`src/rtl/bomberman_pkg.sv`:
```
// Shared types and screen/tile geometry for the bomberman game logic.
package bomberman_pkg;

  typedef enum logic [1:0] {
    IDLE     = 2'd0,
    ARMED    = 2'd1,
    BLAST    = 2'd2,
    COOLDOWN = 2'd3
  } bomb_state_t;

  localparam int unsigned TILE_SHIFT = 4;
  localparam int unsigned SCREEN_W   = 640;
  localparam int unsigned SCREEN_H   = 480;
  localparam int unsigned POS_W      = 10;
  localparam int unsigned EXT_W      = POS_W + 1;

  // Inclusive pixel extents of the blast cross handed to the renderer.
  typedef struct packed {
    logic [POS_W-1:0] x_min;
    logic [POS_W-1:0] x_max;
    logic [POS_W-1:0] y_min;
    logic [POS_W-1:0] y_max;
  } blast_ext_t;

  function automatic logic [EXT_W-1:0] clamp_max(input logic [EXT_W-1:0] v,
                                                 input logic [EXT_W-1:0] lim);
    return (v > lim) ? lim : v;
  endfunction

endpackage

```
`src/rtl/bomb_blast_check.sv`:
```
// Tile-distance hit test: is (px,py) on the blast cross of a bomb at (bx,by)?
module bomb_blast_check #(
  parameter int unsigned TW    = 7,
  parameter int unsigned RANGE = 2
) (
  input  logic [TW-1:0] bx_i,
  input  logic [TW-1:0] by_i,
  input  logic [TW-1:0] px_i,
  input  logic [TW-1:0] py_i,
  output logic          hit_o
);

  logic [TW-1:0] dx_c;
  logic [TW-1:0] dy_c;

  always_comb begin
    dx_c  = (px_i >= bx_i) ? (px_i - bx_i) : (bx_i - px_i);
    dy_c  = (py_i >= by_i) ? (py_i - by_i) : (by_i - py_i);
    hit_o = ((px_i == bx_i) && (32'(dy_c) <= RANGE)) ||
            ((py_i == by_i) && (32'(dx_c) <= RANGE));
  end

endmodule

```
`src/rtl/bomb_controller.sv`:
```
// Bomb lifecycle for one player: drop accept, tile snap, fuse/blast/cooldown,
// blast extents for the renderer, and single-hit damage with a heart counter.
module bomb_controller
  import bomberman_pkg::*;
#(
  parameter int unsigned FUSE_FRAMES     = 120,
  parameter int unsigned BLAST_FRAMES    = 30,
  parameter int unsigned COOLDOWN_FRAMES = 15,
  parameter int unsigned RANGE           = 2,
  parameter int unsigned HEARTS_INIT     = 3
) (
  input  logic       frame_clk,
  input  logic       Reset,
  input  logic       bomb_drop,
  input  logic [9:0] userX,
  input  logic [9:0] userY,
  input  logic [9:0] userS,
  output logic       drop_ack,
  output logic       bomb_active,
  output logic       exploding,
  output logic [9:0] bombX,
  output logic [9:0] bombY,
  output logic [9:0] blast_x_min,
  output logic [9:0] blast_x_max,
  output logic [9:0] blast_y_min,
  output logic [9:0] blast_y_max,
  output logic       damage,
  output logic [2:0] heart,
  output logic       game_over
);

  localparam int unsigned TILE  = 1 << TILE_SHIFT;
  localparam int unsigned REACH = RANGE << TILE_SHIFT;
  localparam int unsigned TW    = EXT_W - TILE_SHIFT;

  bomb_state_t      state_q;
  logic [7:0]       cnt_q;
  logic             drop_prev_q;
  logic             drop_ack_q;
  logic             bomb_active_q;
  logic             exploding_q;
  logic [POS_W-1:0] bomb_x_q;
  logic [POS_W-1:0] bomb_y_q;
  blast_ext_t       ext_q;
  blast_ext_t       ext_d;
  logic             damage_q;
  logic [2:0]       heart_q;
  logic             game_over_q;
  logic             hit_done_q;

  logic             drop_edge_c;
  logic [EXT_W-1:0] cx_c;
  logic [EXT_W-1:0] cy_c;
  logic [POS_W-1:0] snap_x_c;
  logic [POS_W-1:0] snap_y_c;
  logic [EXT_W-1:0] bx_ext_c;
  logic [EXT_W-1:0] by_ext_c;
  logic [TW-1:0]    bomb_tx_c;
  logic [TW-1:0]    bomb_ty_c;
  logic [TW-1:0]    user_tx_c;
  logic [TW-1:0]    user_ty_c;
  logic             hit_c;

  assign drop_edge_c = bomb_drop & ~drop_prev_q;

  // Player centre in 11 bits so userX + userS/2 cannot wrap.
  assign cx_c     = EXT_W'(userX) + EXT_W'(userS >> 1);
  assign cy_c     = EXT_W'(userY) + EXT_W'(userS >> 1);
  assign snap_x_c = POS_W'(cx_c & ~EXT_W'(TILE - 1));
  assign snap_y_c = POS_W'(cy_c & ~EXT_W'(TILE - 1));

  assign bx_ext_c  = EXT_W'(bomb_x_q);
  assign by_ext_c  = EXT_W'(bomb_y_q);
  assign bomb_tx_c = TW'(bx_ext_c >> TILE_SHIFT);
  assign bomb_ty_c = TW'(by_ext_c >> TILE_SHIFT);
  assign user_tx_c = TW'(cx_c >> TILE_SHIFT);
  assign user_ty_c = TW'(cy_c >> TILE_SHIFT);

  // Cross extents: low side floors at 0, high side clamps to the last screen pixel.
  always_comb begin
    ext_d       = '0;
    ext_d.x_min = (bx_ext_c >= EXT_W'(REACH)) ? POS_W'(bx_ext_c - EXT_W'(REACH)) : '0;
    ext_d.y_min = (by_ext_c >= EXT_W'(REACH)) ? POS_W'(by_ext_c - EXT_W'(REACH)) : '0;
    ext_d.x_max = POS_W'(clamp_max(bx_ext_c + EXT_W'(REACH + TILE - 1), EXT_W'(SCREEN_W - 1)));
    ext_d.y_max = POS_W'(clamp_max(by_ext_c + EXT_W'(REACH + TILE - 1), EXT_W'(SCREEN_H - 1)));
  end

  bomb_blast_check #(
    .TW   (TW),
    .RANGE(RANGE)
  ) u_blast_check (
    .bx_i (bomb_tx_c),
    .by_i (bomb_ty_c),
    .px_i (user_tx_c),
    .py_i (user_ty_c),
    .hit_o(hit_c)
  );

  always_ff @(posedge frame_clk) begin
    if (Reset) begin
      state_q       <= IDLE;
      cnt_q         <= '0;
      drop_prev_q   <= 1'b1;
      drop_ack_q    <= 1'b0;
      bomb_active_q <= 1'b0;
      exploding_q   <= 1'b0;
      bomb_x_q      <= '0;
      bomb_y_q      <= '0;
      ext_q         <= '0;
      damage_q      <= 1'b0;
      heart_q       <= 3'(HEARTS_INIT);
      game_over_q   <= 1'b0;
      hit_done_q    <= 1'b0;
    end else begin
      drop_prev_q <= bomb_drop;
      drop_ack_q  <= 1'b0;
      damage_q    <= 1'b0;
      case (state_q)
        IDLE: begin
          if (drop_edge_c && !game_over_q) begin
            state_q       <= ARMED;
            cnt_q         <= 8'(FUSE_FRAMES - 1);
            drop_ack_q    <= 1'b1;
            bomb_active_q <= 1'b1;
            bomb_x_q      <= snap_x_c;
            bomb_y_q      <= snap_y_c;
          end
        end
        ARMED: begin
          if (cnt_q == 8'd0) begin
            state_q     <= BLAST;
            cnt_q       <= 8'(BLAST_FRAMES - 1);
            exploding_q <= 1'b1;
            ext_q       <= ext_d;
            hit_done_q  <= 1'b0;
          end else begin
            cnt_q <= cnt_q - 8'd1;
          end
        end
        BLAST: begin
          // One hit per bomb; the last BLAST cycle still counts.
          if (hit_c && !hit_done_q) begin
            damage_q   <= 1'b1;
            hit_done_q <= 1'b1;
            if (heart_q != 3'd0) heart_q <= heart_q - 3'd1;
            if (heart_q == 3'd1) game_over_q <= 1'b1;
          end
          if (cnt_q == 8'd0) begin
            state_q       <= COOLDOWN;
            cnt_q         <= 8'(COOLDOWN_FRAMES - 1);
            exploding_q   <= 1'b0;
            bomb_active_q <= 1'b0;
            ext_q         <= '0;
          end else begin
            cnt_q <= cnt_q - 8'd1;
          end
        end
        COOLDOWN: begin
          if (cnt_q == 8'd0) begin
            state_q <= IDLE;
          end else begin
            cnt_q <= cnt_q - 8'd1;
          end
        end
        default: state_q <= IDLE;
      endcase
    end
  end

  assign drop_ack    = drop_ack_q;
  assign bomb_active = bomb_active_q;
  assign exploding   = exploding_q;
  assign bombX       = bomb_x_q;
  assign bombY       = bomb_y_q;
  assign blast_x_min = ext_q.x_min;
  assign blast_x_max = ext_q.x_max;
  assign blast_y_min = ext_q.y_min;
  assign blast_y_max = ext_q.y_max;
  assign damage      = damage_q;
  assign heart       = heart_q;
  assign game_over   = game_over_q;

endmodule

```
`config.mk`:
```
export PLATFORM = sky130hd
export DESIGN_NAME = bomb_controller
export DESIGN_NICKNAME = d
export VERILOG_FILES = /design/src/rtl/bomberman_pkg.sv /design/src/rtl/bomb_blast_check.sv /design/src/rtl/bomb_controller.sv
export SDC_FILE = /design/constraint.sdc
export NUM_CORES = 1
export LEC_CHECK = 0
export CORE_MARGIN = 1
export CORE_UTILIZATION = 50
export DETAILED_ROUTE_END_ITERATION = 8
export PLACE_DENSITY = 0.77
export SLEW_MARGIN = 20
export SYNTH_ARGS = -nofsm -noshare
export SYNTH_HDL_FRONTEND = slang
export SYNTH_SLANG_ARGS = --single-unit
```
`constraint.sdc`:
```
create_clock -name frame_clk -period 5 [get_ports frame_clk]
set_input_delay 0.5 -clock frame_clk [delete_from_list [all_inputs] [get_ports frame_clk]]
set_output_delay 0.5 -clock frame_clk [all_outputs]
set_load 0.1 [all_outputs]
```
==> run_results.csv, run 1 <==
group,metric,value,unit
status,outcome,"complete, no violations",
critical_path,cp_max_fo,4,
critical_path,crit-reg2reg-launch,"bombY[5]",
critical_path,crit_path_top_delay_cell,"clkdlybuf4s50_1",
critical_path,cp_num_buf_inv,4,
drt,vias,5419,
power_and_ir_drop,p_leak,2.53,nW
timing,fin_skew,7.49,ps
synthesis,synth_area_leaders,"dfxtp_1 (21%), ha_1 (12%), a21oi_1 (5.4%)",
grt,grt_max_degree,59,
timing,rsz0062_at_grt,"yes",
floorplanning,die_x,104,um
clocking,cts_tree,"yes",
power_and_ir_drop,ir_worst_vdd,311,uV
timing,setup_viol,0,
clocking,root_buffer,"clkbuf_8",
critical_path,worst_path_most_repeated_cell,"buf_4",
critical_path,path_cells,"clkdlybuf4s50_1 > ha_1 > o21ai_1 > or3_1 > nand3_1 > xor2_1 > ha_1 > nand2_1 > buf_4 > o21bai_1 > a21boi_0 > buf_4 > or3_4 > mux2i_1 > nand4b_1 > nor4_4 > buf_4 > a32o_2 > mux2_4",
timing,layout_min_cycle_time,4750,ps
critical_path,reg2reg_depth,13,
critical_path,path_class,"input pin to register",
power_and_ir_drop,p_int,1.15,mW
floorplanning,core-area,0.0102,mm^2
power_and_ir_drop,swShare,52.8,%
synthesis,synth_ff_type,"dfxtp_1",
critical_path,start_kind,"input pin",
timing,fin_tns_setup,0,ps
flow_run,drv_cap,0,
floorplanning,initial_core_util,51.3,%
power_and_ir_drop,clockPowerShare,10.9,%
power_and_ir_drop,p_seq_share,23.3,%
drt,drc_errors,0,
grt,grt_overflow,0,
drt,avgRoutedWirePerCell,15.9,um
synthesis,syn_inst,696,
clocking,clk_latency,320,ps
layout,nNetsFinal,874,
grt,grt_pass1_wl,24.5,mm
timing,hold_viol,0,
drt,routed_via_density,5.88,
layout,layout_commonest_cell,"clkdlybuf4s50_1",
synthesis,synthArstFlopShare,0,%
critical_path,reg2reg_slack,1220,ps
layout,area_growth_syn_to_layout,22.4,%
drt,first_pass_iters,5,
critical_path,path_delay_family,"simple AND/OR/NAND/NOR gates",
hold_path,hp-class,"register to register",
timing,max-slew-margin-rel,27.9,%
timing,max_freq,211,MHz
hold_path,hold_end,"blast_y_max[7]",
critical_path,reg2reg_to,"heart[2]",
critical_path,cp-end-kind,"register",
timing,hold_slack,463,ps
power_and_ir_drop,p_switching,1.29,mW
layout,finish.utilization,62.8,%
clocking,cts_hold_buf,0,
floorplanning,dieHeight,104,um
placed_design,dp_hpwl,11.6,mm
timing,timing.final.crit_share,94.9,%
clocking,post-cts-setup-buffers,0,
hold_path,hold_path_depth,2,
synthesis,synth_edf_count,0,
floorplanning,die-area,0.0109,mm^2
synthesis,yosys_warnings,0,
critical_path,cp_slowest_stage_delay,440,ps
hold_path,holdCritStartpoint,"blast_y_max[7]",
drt,wirelength,14.7,mm
placed_design,place.port_buffers,83,
timing,slew_violations,0,
clocking,htree_levels,2,
clocking,cts_buffers,5,
timing,worst_pin_slew,1080,ps
floorplanning,row_count,37,
synthesis,synth_area_leader_cell,"dfxtp_1",
synthesis,synthesis.area,0.00525,mm^2
synthesis,seq_area_frac_synth,21.3,%
synthesis,ys_types,84,
drt,antenna_left,0,
critical_path,critPathArrivalTime,4960,ps
drt,drtIter0Drc,328,
grt,globalRouteTotalUtil,27.2,%
clocking,cts_sinks,56,
grt,antenna_found_initial,0,
power_and_ir_drop,comb_power_share,65.8,%
synthesis,syn_avg_cell_area,7.55,um^2
clocking,clk_pin_slew,100,ps
floorplanning,num_io_pins,101,
layout,layout-drive-gt1-share,10.1,%
layout,diodes,0,
clocking,cts.path.max_buffers,2,
placed_design,gp_congestion,0.964,
critical_path,critPathRequiredTime,5220,ps
synthesis,post-synth-top-area-fraction,21.3,%
power_and_ir_drop,p_per_area,380,mW/mm^2
grt,grt_pass1_vias,5189,
layout,mostFrequentLayoutCells,"clkdlybuf4s50_1 (82), nor2_1 (66), nand2_1 (65), a21oi_1 (57), dfxtp_1 (56)",
synthesis,ys_seq_elements,56,
==> synth_stat cells, drive strengths merged, types with 4 or more instances <==
cell,count
nor2b,10
xor2,7
a32oi,4
or3,5
and2,5
o21a,9
mux2i,8
xnor2,11
a21oi,57
or2,7
nor2,66
a211oi,13
a21o,8
a31oi,4
inv,39
o2111ai,7
a22oi,9
fa,4
dfxtp,56
nor3,30
nand2,65
and3,9
nand2b,10
nand3,24
ha,52
o21ai,37
nand4,9
nor4,7
buf,27
clkbuf,30
a21boi,4
==> cells by family after synthesis <==
group | synth area share (%)
multiplexers | 2.02
AO/OA/AOI/OAI | 26.3
adder cells (fa/ha/maj) | 13.9
buffers and inverters | 8.93
flip-flops | 21.3
XOR/XNOR | 3.00
other | 0.0714
AND/OR/NAND/NOR | 24.4
==> per-stage QoR <==
| step | total power [mW] | cell area [um^2] | setup slack (ps) | cells |
|---|---|---|---|---|
| global placement | 2.12 | 6300 | -67.4 | 914 |
| floorplan | 1.78 | 5310 | 490 | 711 |
| finish | 2.44 | 6430 | 255 | 922 |
| CTS | 2.42 | 6390 | 135 | 922 |
| detailed placement | 2.15 | 6300 | -186 | 914 |
| global route | 2.61 | 6430 | 0.862 | 922 |
==> per-layer routing <==
layer | global-route usage, % | vias to the layer above | wire [um]
met5 | 0 | - | 0
met4 | 7.04 | 0 | 259
met3 | 3.88 | 22 | 721
met2 | 48.1 | 159 | 7200
met1 | 34.5 | 2580 | 6470
li1 | - | 2658 | -
==> layout make-up <==
cell class / count / area (um^2)
timing repair buffer: 124 / 1130
tap: 136 / 170
inverter: 41 / 154
multi-input combinational: 557 / 3760
sequential: 56 / 1120
fill: 957 / 3800
clock buffer: 7 / 86.3
clock inverter: 1 / 7.51
==> worst register-to-register path, cell delays in order, from the launching register on <==
cell	delay, ps
dfxtp_1	640
inv_1	270
ha_1	400
nor2b_1	150
o21bai_1	260
a21boi_0	160
buf_4	180
or3_4	370
mux2i_1	170
nand4b_1	170
nor4_4	330
buf_4	160
a32o_2	130
mux2_4	290
==> worst max path at each step <==
stage	startpoint	endpoint	slack, ps	depth (start not counted)
2_1_floorplan	userY[5]	heart[2]	490	19
3_3_place_gp	userS[3]	heart[2]	-70	19
3_5_place_dp	userS[2]	heart[2]	-190	20
4_1_cts	userS[3]	heart[2]	130	19
5_1_grt	userS[2]	heart[0]	0.9	20
6_report	userS[3]	heart[2]	250	19
==> power by group through the flow <==
stage | registers (mW) | clock network, mW | logic, mW
6_report | 0.568 | 0.266 | 1.61
5_1_grt | 0.578 | 0.289 | 1.74
4_1_cts | 0.568 | 0.270 | 1.58
3_5_place_dp | 0.578 | 0 | 1.57
3_3_place_gp | 0.574 | 0 | 1.55
2_1_floorplan | 0.731 | 0 | 1.05
==> state kept, by name, indices dropped and copies added, names as in the netlist, 2 cells and up <==
name and flops:
blast_x_max 7, blast_x_min 6, blast_y_max 6, blast_y_min 6
bombX 6, bombY 6, cnt_q 8, heart 3
state_q 2
==> timing repair <==
action,4_1_cts,5_1_grt
endpoints found under the hold margin,0,0
setup endpoints to repair,0,4
gates resized for setup,0,6
No activity file was read; power rests on OpenSTA's default activity.
==> inputs of run 2 (changes only) <==
ABC_CLOCK_PERIOD_IN_PS = 5000   (was unset)
==> results of run 2 <==
The final DEF is identical to that of run 1; final timing and power are the same.
==> patch 1 (flow settings as in run 2) <==
Reset style: asynchronous (`Reset`), changed in one clocked block.
--- a/src/rtl/bomb_controller.sv
+++ b/src/rtl/bomb_controller.sv
@@ -96,7 +96,7 @@
     .hit_o(hit_c)
   );
 
-  always_ff @(posedge frame_clk) begin
+  always_ff @(posedge frame_clk or posedge Reset) begin
     if (Reset) begin
       state_q       <= IDLE;
       cnt_q         <= '0;
Formal check against the unedited RTL: differs if Reset is asserted again (counterexample within 4 cycles, from zero or initial values and one cycle with Reset high); with Reset held inactive, the same outputs for 10 cycles.
==> patch 1 against run 2 <==
Register-to-register slack gained 150 ps. Area after synthesis fell by 5.5%. Via count fell by 13%. Setup slack improved by 44 ps. Clock skew grew 2.6 ps. Sequential cell count unchanged. Critical path depth fell by 1. Cell area decreased by 5.8%. Fmax rose by 0.94%. Worst hold slack better by 16 ps. Wire length down 14%. Non-clock buffer count shrank 15. Critical endpoint is now game_over$_DFFE_PP0P_.
Power is not compared: it rests on default switching activity, and its combinational part moved more than twofold at a synthesized area within 25%.
==> patch 1: results (changes against run 2) <==
fillers=831 (-13%); Switching Share=38.0%; worst min-delay path category=reg -> reg; LEAKAGE=2.71 nW; GRT Resource Usage Total=25.4% (-1.8 points); # port buffers=83 (unchanged); mux cell area share after synthesis=1.66% (-0.36 points); main area contributors after synthesis=dfrtp_1, ha_1, o21ai_0; vias in the first global route=4,364 (-16%); Final Skew=10.1 ps (+2.58 ps); first-pass GRT wire length=20,700 um (-15%); Antenna Cells=0 (unchanged); CTS resizes=0 (unchanged); top_reg_cell synth=dfrtp_1; r2r startpoint=bombY[6]$_DFFE_PP0P_; DR iter-0 viols=232 (-29%); worst setup path endpoint=game_over$_DFFE_PP0P_; r2r worst-path depth=11 (-2); Peak VDD IR=116 uV; endpoint of the worst-slack reg-to-reg timing path=heart[1]$_DFFE_PP1P_; # nets final=777 (-11%); DRT Pass-1 Iters=6 (+1); Max-slew headroom=33.3% (+5.4 points); Compound-Gate Fraction of Synth Area=23.7% (-2.6 points); Post-synth top cells=nand2_1, o21ai_0, dfrtp_1; Ys Warns=0 (unchanged); status=finished, final reports clean; Post-DP Area=0.00595 mm^2 (-5.5%); Synth Area in XOR/XNOR=4.06% (+1.1 points); crit path from=userS[6]; layout cell share with drive strength beyond 1=8.56% (-1.5 points); largest net degree at the start of global routing=57 (-3.4%); Root Driver=clkbuf_8; count of different cell masters after synthesis=73 (-13%); Clk Latency, worst-skew pair=320 ps (about the same); largest register by flop count=cnt_q; flop2flop setup slack=1370 ps (+150 ps); Reg clk slew, reported paths=100 ps (about the same); part of the Yosys area used for sequential elements=28.3% (+7.0 points); Clock Tree Buf Depth=2 (unchanged); WP data arrival=4920 ps (-40 ps); WL final=12,600 um (-14%); Largest register FFs=8 (unchanged); Setup Fix Bufs, Post-CTS=0 (unchanged); H-tree depth=2 (unchanged); Inserted Clock Buffers=5 (unchanged); ys async rst share=100% (+100 points); synthesized-area fraction occupied by adder cells=14.7% (+0.81 points); CP Max Fanout=5 (+1); initial antenna violation count=0 (unchanged); vias per inst=5.73 (-2.5%); DPL Wire Length=10,100 um (-13%); GPL Wtd Cong=0.959 (-0.53%)
==> patch 1: stage by stage <==
| step | total power, W | instances | setup WS, ps |
|---|---|---|---|
| after floorplan | 0.000832 | 613 | 741 |
| after global placement | 0.000963 | 810 | 69.4 |
| after detailed placement | 0.000974 | 810 | -35.5 |
| after CTS | 0.00124 | 818 | 283 |
| after global routing | 0.00131 | 818 | 19.1 |
| final | 0.00123 | 818 | 299 |
==> patch 1: worst min-delay path by stage <==
stage / from / to / slack (ps) / cells past startpoint
6_report: blast_y_max[7]$_DFFE_PP0P_ / blast_y_max[7]$_DFFE_PP0P_ / 480 / 2
4_1_cts: blast_y_max[7]$_DFFE_PP0P_ / blast_y_max[7]$_DFFE_PP0P_ / 490 / 2
3_3_place_gp: blast_x_max[6]$_DFFE_PP0P_ / blast_x_max[6]$_DFFE_PP0P_ / 450 / 2
3_5_place_dp: blast_y_max[7]$_DFFE_PP0P_ / blast_y_max[7]$_DFFE_PP0P_ / 460 / 2
5_1_grt: blast_y_max[7]$_DFFE_PP0P_ / blast_y_max[7]$_DFFE_PP0P_ / 510 / 2
2_1_floorplan: hit_done_q$_DFFE_PP0P_ / hit_done_q$_DFFE_PP0P_ / 450 / 2
==> patch 1: metal layers <==
layer | wire, um | GRT usage (%) | part of all wire [%] | vias up
li1 | - | - | - | 2262
met1 | 5770 | 35.3 | 46 | 2190
met2 | 5830 | 42.2 | 46 | 209
met3 | 716 | 2.69 | 5.7 | 27
met4 | 263 | 6.69 | 2.1 | 0
met5 | 0 | 0 | 0 | -
==> patch 1: cells by family (layout without fill, tap and decap cells) <==
group / Yosys count / after routing
multiplexers: 8 / 8
adder cells (fa/ha/maj): 56 / 56
buffers and inverters: 88 / 164
flip-flops: 56 / 56
XOR/XNOR: 23 / 23
AO/OA/AOI/OAI: 176 / 176
AND/OR/NAND/NOR: 190 / 190
other: 1 / 16
==> patch 1: final cells by class <==
type	instances	area [um^2]	share of cell area (%)
multi-input cells	469	3190	52.8
flip-flops and latches	56	1410	23.2
repair buffers	109	1030	16.9
inverters	47	176	2.91
well taps	129	161	2.67
clock buffers	5	68.8	1.14
clock inverters	3	22.5	0.372
==> patch 1: critical path, stage by stage <==
cell	delay (ps)
clkdlybuf4s50_1	460
ha_1	390
nand2_1	90
a211o_2	340
a21oi_2	210
a31oi_1	130
xor2_1	260
inv_1	70
ha_1	350
a21oi_2	180
o211ai_1	110
a31o_1	220
a211o_1	350
a211oi_1	210
mux2i_1	130
a2111o_1	480
o22a_1	240
o41ai_2	190
==> patch 1: power by group through the flow <==
stage               clock network, W  registers [W]  logic [W]
floorplan                          0       0.000463   0.000369
global placement                   0       0.000462   0.000501
detailed placement                 0       0.000462   0.000511
CTS                         0.000270       0.000454   0.000514
global route                0.000287       0.000454   0.000569
finish                      0.000260       0.000454   0.000521
==> patch 2 (config.mk and constraints of run 2) <==
Without the edit above. Change the package constant `TILE_SHIFT` from 4 to 3.
--- a/src/rtl/bomberman_pkg.sv
+++ b/src/rtl/bomberman_pkg.sv
@@ -8,7 +8,7 @@
     COOLDOWN = 2'd3
   } bomb_state_t;
 
-  localparam int unsigned TILE_SHIFT = 4;
+  localparam int unsigned TILE_SHIFT = 3;
   localparam int unsigned SCREEN_W   = 640;
   localparam int unsigned SCREEN_H   = 480;
   localparam int unsigned POS_W      = 10;
Check against the original RTL: not equivalent (a bounded check fails within 4 cycles, from zero or initial values and one cycle with Reset high).
==> patch 2 against run 2 <==
Fmax rose by 0.55%. Setup slack improved by 26 ps. Global-route usage fell by 0.53 points. Power rose by 0.16%. Wire length fell by 8.7%. Cell area fell by 3.8%. Die area fell by 4.4%. Register-to-register slack improved by 100 ps. Combinational power fell by 11%. Critical path depth fell by 2. Sequential cell count rose by 6. Area after synthesis fell by 4.5%. Largest cell class unchanged. Highest routed layer unchanged.
==> patch 2: results (changes against run 2) <==
first-pass GRT wire length=22,300 um (-8.9%); net switching power=0.00123 W (-4.3%); met3 usage=3.76% (-0.12 points); slowest CP cell=or4_1; Non-clk invs=54 (+32%); combinational share of power=58.5% (-7.3 points); CTS sink cnt=62 (+11%); mux cell area share after synthesis=1.45% (-0.58 points); Inserted Clock Buffers=9 (+4); Reg clk slew, reported paths=70 ps (-30 ps); met2 Usage GRT=47.9% (-0.20 points); Avg WL per Cell=15.2 um (-4.4%); DPL Wire Length=10,400 um (-10%); Min-Delay Endpoint=blast_x_max[5]$_SDFFE_PP0P_; Post-synth top cells=nor2_1, a21oi_1, dfxtp_1; count of different cell masters after synthesis=73 (-13%); met3 WL=540 um (-25%); worst setup path endpoint=heart[0]$_SDFFE_PP1P_; crit path from=userS[2]; part of the Yosys area used for sequential elements=24.7% (+3.4 points); vias=5,010 (-7.5%); Final Skew=11.1 ps (+3.61 ps); synthesized-area fraction occupied by adder cells=15.8% (+1.9 points); status=finished, final reports clean; largest net degree at the start of global routing=60 (+1.7%); Non-clk bufs=109 (-12%); r2r startpoint=bombX[4]$_SDFFE_PP0P_; DR iter-0 viols=163 (-50%); CP Max Fanout=5 (+1); fraction of area in registers=20.1% (+2.6 points); vias in the first global route=4,854 (-6.5%); clk_buf instances=11 (+4); GRT Resource Usage Total=26.7% (-0.53 points); #MultiIn Comb=506 (-9.2%); Worst Hold Slack=456 ps (-7.02 ps); Compound-Gate Fraction of Synth Area=22.7% (-3.6 points); CP max stage delay=550 ps (+110 ps); layout cell share with drive strength beyond 1=8.57% (-1.5 points); # port buffers=87 (+4.8%); r2r worst-path depth=11 (-2); # nets final=836 (-4.3%); Max-slew headroom=27.0% (-0.88 points); Multi-input gate area=0.00338 mm^2 (-10%); buffer share of cell area=16.7% (-0.96 points)
[patch 2: changes by cell type after synthesis, moves of 6 or more]
cell / change
a21oi_1: +14
buf_4: -6
nand2_1: -9
nand3_1: -11
inv_1: +14
nor3_1: -18
nor2_1: +13
xnor2_1: +12
o21a_1: -8
dfxtp_1: +6
[patch 2: repair_timing]
action                     4_1_cts  5_1_grt
gates resized for setup          0        5
setup endpoints to repair        0        3
hold endpoints to repair         0        0
[patch 2: through the flow]
step | worst slack (ps) | total power, W | util (%) | cell area [um^2] | std cells
after detailed placement | -179 | 0.00204 | 61.7 | 6000 | 864
after floorplan | 577 | 0.00173 | - | 5060 | 668
after global routing | 44.2 | 0.00261 | 63.6 | 6190 | 880
final | 281 | 0.00245 | 63.6 | 6190 | 880
after CTS | 162 | 0.00243 | 63.4 | 6170 | 880
after global placement | 54.5 | 0.00201 | 61.7 | 6000 | 864
